### config.mk
export PLATFORM = sky130hd
export DESIGN_NAME = hazard_monitor_flat
export DESIGN_NICKNAME = d
export VERILOG_FILES = /design/src/rtl/hazard_monitor_pkg.sv /design/src/rtl/hazard_monitor_if.sv /design/src/rtl/hazard_monitor_sat_counter.sv /design/src/rtl/hazard_monitor.sv /design/src/flat_wrapper.sv
export SDC_FILE = /design/constraint.sdc
export NUM_CORES = 1
export LEC_CHECK = 0
export ABC_AREA = 1
export ABC_CLOCK_PERIOD_IN_PS = 2900
export BUFFER_PORTS_ARGS = -buffer_cell sky130_fd_sc_hd__buf_2
export CAP_MARGIN = 40
export CELL_PAD_IN_SITES_DETAIL_PLACEMENT = 0
export CELL_PAD_IN_SITES_GLOBAL_PLACEMENT = 1
export CORE_ASPECT_RATIO = 1.5
export CORE_MARGIN = 3
export CORE_UTILIZATION = 32
export CTS_CLUSTER_DIAMETER = 100
export DETAILED_ROUTE_END_ITERATION = 8
export PLACE_DENSITY_LB_ADDON = 0.1
export SLEW_MARGIN = 20
export SYNTH_ARGS = -nofsm -noshare
export SYNTH_HDL_FRONTEND = slang
export SYNTH_SLANG_ARGS = --single-unit
### constraint.sdc
create_clock -name clk -period 2.9 [get_ports clk]
set_clock_uncertainty 0.2 [all_clocks]
set_input_delay 0.58 -clock clk [delete_from_list [all_inputs] [get_ports clk]]
set_output_delay 0.58 -clock clk [all_outputs]
set_load 0.03 [all_outputs]
### src/rtl/hazard_monitor_pkg.sv
// Shared definitions for the hazard monitor: state encoding, default thresholds
// and the debug view exported alongside the functional outputs.
package hazard_monitor_pkg;

  typedef enum logic [1:0] {
    NORMAL = 2'd0,
    WARN   = 2'd1,
    CRIT   = 2'd2,
    EVAC   = 2'd3
  } state_e;

  localparam int DEF_N         = 8;
  localparam int DEF_TEMP_WARN = 90;
  localparam int DEF_O2_WARN   = 20;
  localparam int DEF_PWR_WARN  = 10;
  localparam int DEF_SH_WARN   = 20;
  localparam int DEF_FATAL_DEB = 3;
  localparam int DEF_EVAC_CNT  = 16;

  // Debounce count in the debug view is zero-extended to this fixed width.
  localparam int DBG_CNT_W = 8;

  typedef struct packed {
    state_e                 state;
    logic                   acked;
    logic                   warn;
    logic                   fatal_q;
    logic [DBG_CNT_W-1:0]   deb_count;
  } hm_dbg_t;

  // Bits needed to hold 0..limit; never less than one bit.
  function automatic int deb_width(input int limit);
    int w;
    w = 1;
    if (limit > 1) w = $clog2(limit + 1);
    return w;
  endfunction

endpackage

### src/rtl/hazard_monitor_if.sv
// Telemetry in / command out bundle between life support and the hazard monitor.
// Plain level signals sampled every rising clk edge; no handshake is involved.
interface hazard_monitor_if #(
  parameter int n = hazard_monitor_pkg::DEF_N
) ();
  import hazard_monitor_pkg::*;

  logic [n-1:0] shield;
  logic [n-1:0] temp;
  logic [n-1:0] power;
  logic [n-1:0] o2;
  logic         fatal;
  logic         ack;

  logic [1:0]   state;
  logic         alarm;
  logic         evac;
  logic [n-1:0] countdown;
  hm_dbg_t      dbg;

  modport master (
    output shield, temp, power, o2, fatal, ack,
    input  state, alarm, evac, countdown, dbg
  );

  modport slave (
    input  shield, temp, power, o2, fatal, ack,
    output state, alarm, evac, countdown, dbg
  );

endinterface

### src/rtl/hazard_monitor_sat_counter.sv
// Saturating up-counter with synchronous clear; clear wins over increment.
module sat_counter #(
  parameter int W     = 2,
  parameter int LIMIT = 3
) (
  input  logic         clk,
  input  logic         rst,
  input  logic         inc,
  input  logic         clr,
  output logic [W-1:0] count,
  output logic         at_max
);

  localparam logic [W-1:0] LIM = W'(LIMIT);

  logic [W-1:0] count_q;
  logic [W-1:0] count_d;

  always_comb begin
    count_d = count_q;
    if (clr) begin
      count_d = '0;
    end else if (inc && (count_q != LIM)) begin
      count_d = count_q + 1'b1;
    end
  end

  always_ff @(posedge clk or negedge rst) begin
    if (!rst) begin
      count_q <= '0;
    end else begin
      count_q <= count_d;
    end
  end

  assign count  = count_q;
  assign at_max = (count_q == LIM);

endmodule

### src/rtl/hazard_monitor.sv
// Cabin hazard monitor: threshold warnings, debounced fatal flag, and a
// NORMAL/WARN/CRIT/EVAC escalation with an evacuation countdown.
module hazard_monitor
  import hazard_monitor_pkg::*;
#(
  parameter int n         = DEF_N,
  parameter int TEMP_WARN = DEF_TEMP_WARN,
  parameter int O2_WARN   = DEF_O2_WARN,
  parameter int PWR_WARN  = DEF_PWR_WARN,
  parameter int SH_WARN   = DEF_SH_WARN,
  parameter int FATAL_DEB = DEF_FATAL_DEB,
  parameter int EVAC_CNT  = DEF_EVAC_CNT
) (
  input  logic             clk,
  input  logic             rst,
  hazard_monitor_if.slave  bus
);

  localparam int           DEB_W    = deb_width(FATAL_DEB);
  localparam logic [n-1:0] TEMP_TH  = n'(TEMP_WARN);
  localparam logic [n-1:0] O2_TH    = n'(O2_WARN);
  localparam logic [n-1:0] PWR_TH   = n'(PWR_WARN);
  localparam logic [n-1:0] SH_TH    = n'(SH_WARN);
  localparam logic [n-1:0] CNT_LOAD = n'(EVAC_CNT);

  logic             warn;
  logic [DEB_W-1:0] deb_count;
  logic             fatal_q;

  state_e           state_q,     state_d;
  logic [n-1:0]     countdown_q, countdown_d;
  logic             acked_q,     acked_d;
  logic             alarm_q,     alarm_d;
  logic             evac_q,      evac_d;

  always_comb begin
    warn = (bus.temp   >= TEMP_TH) ||
           (bus.o2     <= O2_TH)   ||
           (bus.power  <= PWR_TH)  ||
           (bus.shield <= SH_TH);
  end

  // fatal_q only rises after FATAL_DEB consecutive cycles of fatal=1.
  sat_counter #(
    .W     (DEB_W),
    .LIMIT (FATAL_DEB)
  ) u_fatal_deb (
    .clk    (clk),
    .rst    (rst),
    .inc    (bus.fatal),
    .clr    (!bus.fatal),
    .count  (deb_count),
    .at_max (fatal_q)
  );

  always_comb begin
    state_d = state_q;
    case (state_q)
      NORMAL: begin
        if (fatal_q)   state_d = CRIT;
        else if (warn) state_d = WARN;
      end
      WARN: begin
        if (fatal_q)    state_d = CRIT;
        else if (!warn) state_d = NORMAL;
      end
      CRIT: begin
        // Exhausted countdown escalates even if fatal clears the same cycle.
        if (countdown_q == '0) state_d = EVAC;
        else if (!bus.fatal)   state_d = WARN;
      end
      EVAC: begin
        state_d = EVAC;
      end
      default: begin
        state_d = NORMAL;
      end
    endcase
  end

  // Outputs are computed from the next state so they line up with state_q.
  always_comb begin
    countdown_d = CNT_LOAD;
    if ((state_q == CRIT) && (state_d == CRIT)) begin
      countdown_d = (countdown_q == '0) ? '0 : (countdown_q - 1'b1);
    end

    acked_d = acked_q;
    if (state_d != state_q) begin
      acked_d = 1'b0;
    end else if ((state_q == WARN) && bus.ack) begin
      acked_d = 1'b1;
    end

    alarm_d = ((state_d == WARN) && !acked_d) ||
              (state_d == CRIT) ||
              (state_d == EVAC);
    evac_d  = (state_d == EVAC);
  end

  always_ff @(posedge clk or negedge rst) begin
    if (!rst) begin
      state_q     <= NORMAL;
      countdown_q <= CNT_LOAD;
      acked_q     <= 1'b0;
      alarm_q     <= 1'b0;
      evac_q      <= 1'b0;
    end else begin
      state_q     <= state_d;
      countdown_q <= countdown_d;
      acked_q     <= acked_d;
      alarm_q     <= alarm_d;
      evac_q      <= evac_d;
    end
  end

  assign bus.state     = state_q;
  assign bus.alarm     = alarm_q;
  assign bus.evac      = evac_q;
  assign bus.countdown = countdown_q;

  always_comb begin
    bus.dbg           = '0;
    bus.dbg.state     = state_q;
    bus.dbg.acked     = acked_q;
    bus.dbg.warn      = warn;
    bus.dbg.fatal_q   = fatal_q;
    bus.dbg.deb_count = DBG_CNT_W'(deb_count);
  end

endmodule

### src/flat_wrapper.sv
// flat-port wrapper written by rule: the top's interface ports become plain ports
module hazard_monitor_flat import hazard_monitor_pkg::*;
#(
  parameter int n         = DEF_N,
  parameter int TEMP_WARN = DEF_TEMP_WARN,
  parameter int O2_WARN   = DEF_O2_WARN,
  parameter int PWR_WARN  = DEF_PWR_WARN,
  parameter int SH_WARN   = DEF_SH_WARN,
  parameter int FATAL_DEB = DEF_FATAL_DEB,
  parameter int EVAC_CNT  = DEF_EVAC_CNT
)
  (clk, rst, bus_shield, bus_temp, bus_power, bus_o2, bus_fatal, bus_ack, bus_state, bus_alarm, bus_evac, bus_countdown, bus_dbg);
  hazard_monitor_if #(.n(n)) bus_i ();
  input  logic clk;
  input  logic rst;
  input wire logic [$bits(bus_i.shield)-1:0] bus_shield;
  input wire logic [$bits(bus_i.temp)-1:0] bus_temp;
  input wire logic [$bits(bus_i.power)-1:0] bus_power;
  input wire logic [$bits(bus_i.o2)-1:0] bus_o2;
  input wire logic [$bits(bus_i.fatal)-1:0] bus_fatal;
  input wire logic [$bits(bus_i.ack)-1:0] bus_ack;
  output wire logic [$bits(bus_i.state)-1:0] bus_state;
  output wire logic [$bits(bus_i.alarm)-1:0] bus_alarm;
  output wire logic [$bits(bus_i.evac)-1:0] bus_evac;
  output wire logic [$bits(bus_i.countdown)-1:0] bus_countdown;
  output wire logic [$bits(bus_i.dbg)-1:0] bus_dbg;
  assign bus_i.shield = bus_shield;
  assign bus_i.temp = bus_temp;
  assign bus_i.power = bus_power;
  assign bus_i.o2 = bus_o2;
  assign bus_i.fatal = bus_fatal;
  assign bus_i.ack = bus_ack;
  assign bus_state = bus_i.state;
  assign bus_alarm = bus_i.alarm;
  assign bus_evac = bus_i.evac;
  assign bus_countdown = bus_i.countdown;
  assign bus_dbg = bus_i.dbg;
  hazard_monitor #(.n(n), .TEMP_WARN(TEMP_WARN), .O2_WARN(O2_WARN), .PWR_WARN(PWR_WARN), .SH_WARN(SH_WARN), .FATAL_DEB(FATAL_DEB), .EVAC_CNT(EVAC_CNT)) u_core (.clk(clk), .rst(rst), .bus(bus_i));
endmodule
==> flow_summary.ini <==
[status]
status = finished clean

[timing]
tns_ns = 0
hold_viol_final = 0
setup_viol = 0
timing.final.crit_share_pct = 75.1
max_freq_ghz = 0.459
finalCriticalPeriod_ns = 2.18
finalMaxSlewViolations = 0
rsz0062_at_grt = false

[floorplan]
io_pins = 61
fp.dieW_um = 54.0
die_area_um2 = 4220
die_h_um = 78.0
core_area_um2 = 3220
initial_core_util_pct = 34.4
placementRows = 25

[critical_path]
crit_slowest_cell = buf_2
path_delay_family = simple AND/OR/NAND/NOR gates
crit_chain = buf_2, nor2_2, inv_1, nor2_1, nand2_1, nand2_1, nor2_2, nand2_2, buf_2
critPathRequiredTime_ns = 2.12
cpPeakStageDelay_ns = 0.20
worst-setup-path-type = input pin to output pin
start_kind = input pin
crit_arrival_ns = 1.40
setup.worst_path.end_class = output pin
cp_max_fo = 2
path_buf_inv = 3

[route]
post_drt_via_cell_ratio = 4.22
drc_errors = 0
wl_per_cell_um = 10.1
num_vias = 1034
ant_nets = 0
drtIter0Drc = 8
wl_um = 2480
first_pass_iters = 3

[cts]
cts_tree = yes
clk-insertion-delay-late_ns = 0.24
root_buffer = clkbuf_8
htree_num_levels = 1
clk_pin_slew_worst_paths_ns = 0.06
postCtsSetupBuffers = 0
cts-buffers-inserted = 3
cts_sinks = 15
cts_resized = 0
cts_hold_buffers = 0
clockBufferDepth = 2

[power_and_ir_drop]
power_density_nw_per_um2 = 788
total_power_mw = 1.11
vdd_drop_max_mv = 0.417
leakage_nw = 0.807

[logic_synthesis]
ys_top_cells_by_area = dfrtp_1, nand2_1, inv_1
synth_cell_types = 26
yosysWarningCount = 0
synth_top_area_share_pct = 31.6
synth_top_cell_by_area = dfrtp_1
synth_area_um2 = 1110
ys_seq_area_share_pct = 34.0
syn_inst = 154
syn_area_per_cell_um2 = 7.19
ys_ff_latch = 15

[final_layout]
seqCellArea_um2 = 377
fillers = 368
nets = 244
multiInputGateArea_um2 = 551
syn2layout_area_growth_pct = 26.8
num_antenna_cells = 0
drive_gt1_share_pct = 42.0

[grt]
grt_usage_pct = 12.3
grt_pass1_wl_um = 4040
grt-ovfl-total = 0
grt_max_degree = 16
antenna_found_initial = 0
first_global_vias = 1003

[placed_design]
gp_congestion = 0.733
dp_hpwl_um = 2090
io_buffer_count = 53

[min_path]
hp-class = input pin to asynchronous set/reset pin

[flow_run]
drv_cap = 0
## cells in the mapped netlist, drive strengths merged
cell type and number:
ha 2, buf 11, nand4 2, dfstp 1
a21boi 1, and2 1, or2 1, nor2 33
o21ai 3, dfrtp 14, nand2 36, inv 31
xor2 4, a32oi 1, conb 1, a21oi 5
nand3 7
## registers in the layout, indices dropped and copies added, names as in the netlist
signal                    cells
u_core.bus.state              2
u_core.bus.evac               1
u_core.acked_q                1
u_core.bus.alarm              1
u_core.bus.countdown          8
u_core.u_fatal_deb.count      2
## power by group
part	switching, mW	internal [mW]	leakage [nW]
clock network	0.0679	0.0972	0.0228
registers	0.0602	0.271	0.193
logic	0.419	0.191	0.591
## worst reg2reg max path, delay by kind of cell (launching register included)
family          cells  cell delay (ns)
flops               1             0.40
simple gates        7             0.62
fa+ha+maj           1             0.21
compound gates      1             0.12
buf+inv             2             0.14
## area by class of cell
class                   count  area share [%]
flip-flops and latches     15            26.8
multi-input cells         102            39.2
inverters                  31            8.29
repair buffers             53            18.9
clock buffers               4            3.21
well taps                  40            3.57
## final timing paths
path	from	end	slack, ns	cells after the start
hold reg to reg	u_core.bus.countdown[0]	u_core.bus.countdown[0]	0.26	1
setup reg to reg	u_core.bus.countdown[0]	u_core.bus.alarm	1.09	11
setup / recovery	bus_o2[7]	bus_dbg[9]	0.72	9
max in group asynchronous	rst	u_core.bus.countdown[4]	2.17	1
min in group clk	u_core.bus.countdown[0]	u_core.bus.countdown[0]	0.26	1
hold / removal	rst	u_core.bus.countdown[6]	0.03	1
## kinds of logic after synthesis
kind of cell	count (synthesis)	share of synthesized area, %
flip-flops	15	34.0
XOR/XNOR	4	3.16
buffers and inverters	42	18.0
adder cells (fa/ha/maj)	2	2.26
AO/OA/AOI/OAI	10	5.76
other	1	0.339
AND/OR/NAND/NOR	80	36.5
## metrics by stage
stage	util (%)	cell area, µm²	hold WS (ns)	setup slack (ns)	instances
floorplan	-	1130	0.0844	0.935	159
global placement	42.2	1360	0.257	0.730	241
detailed placement	42.2	1360	0.246	0.712	241
CTS	43.6	1400	0.0452	0.711	245
global route	43.6	1400	0.0562	0.563	245
finish	43.6	1400	0.0319	0.722	245
## cells in the final DEF, fill, tap and decap left out, drive strengths merged
cell type and instances:
buf 53, nand2 36, nor2 33, inv 31, dfrtp 14, nand3 7
conb 6, a21oi 5, xor2 4, clkbuf 4, o21ai 3, nand4 2
ha 2, a21boi 1, and2 1, or2 1, a32oi 1, dfstp 1
## metal layers
metal | track usage, % | wire length (µm) | vias to the layer above
met1 | 13.6 | 960 | 454
met4 | 3.74 | 21 | 0
li1 | - | - | 541
met3 | 1.33 | 185 | 4
met2 | 23.1 | 1310 | 35
met5 | 0 | 0 | -
No activity file was read; power rests on OpenSTA's default activity.
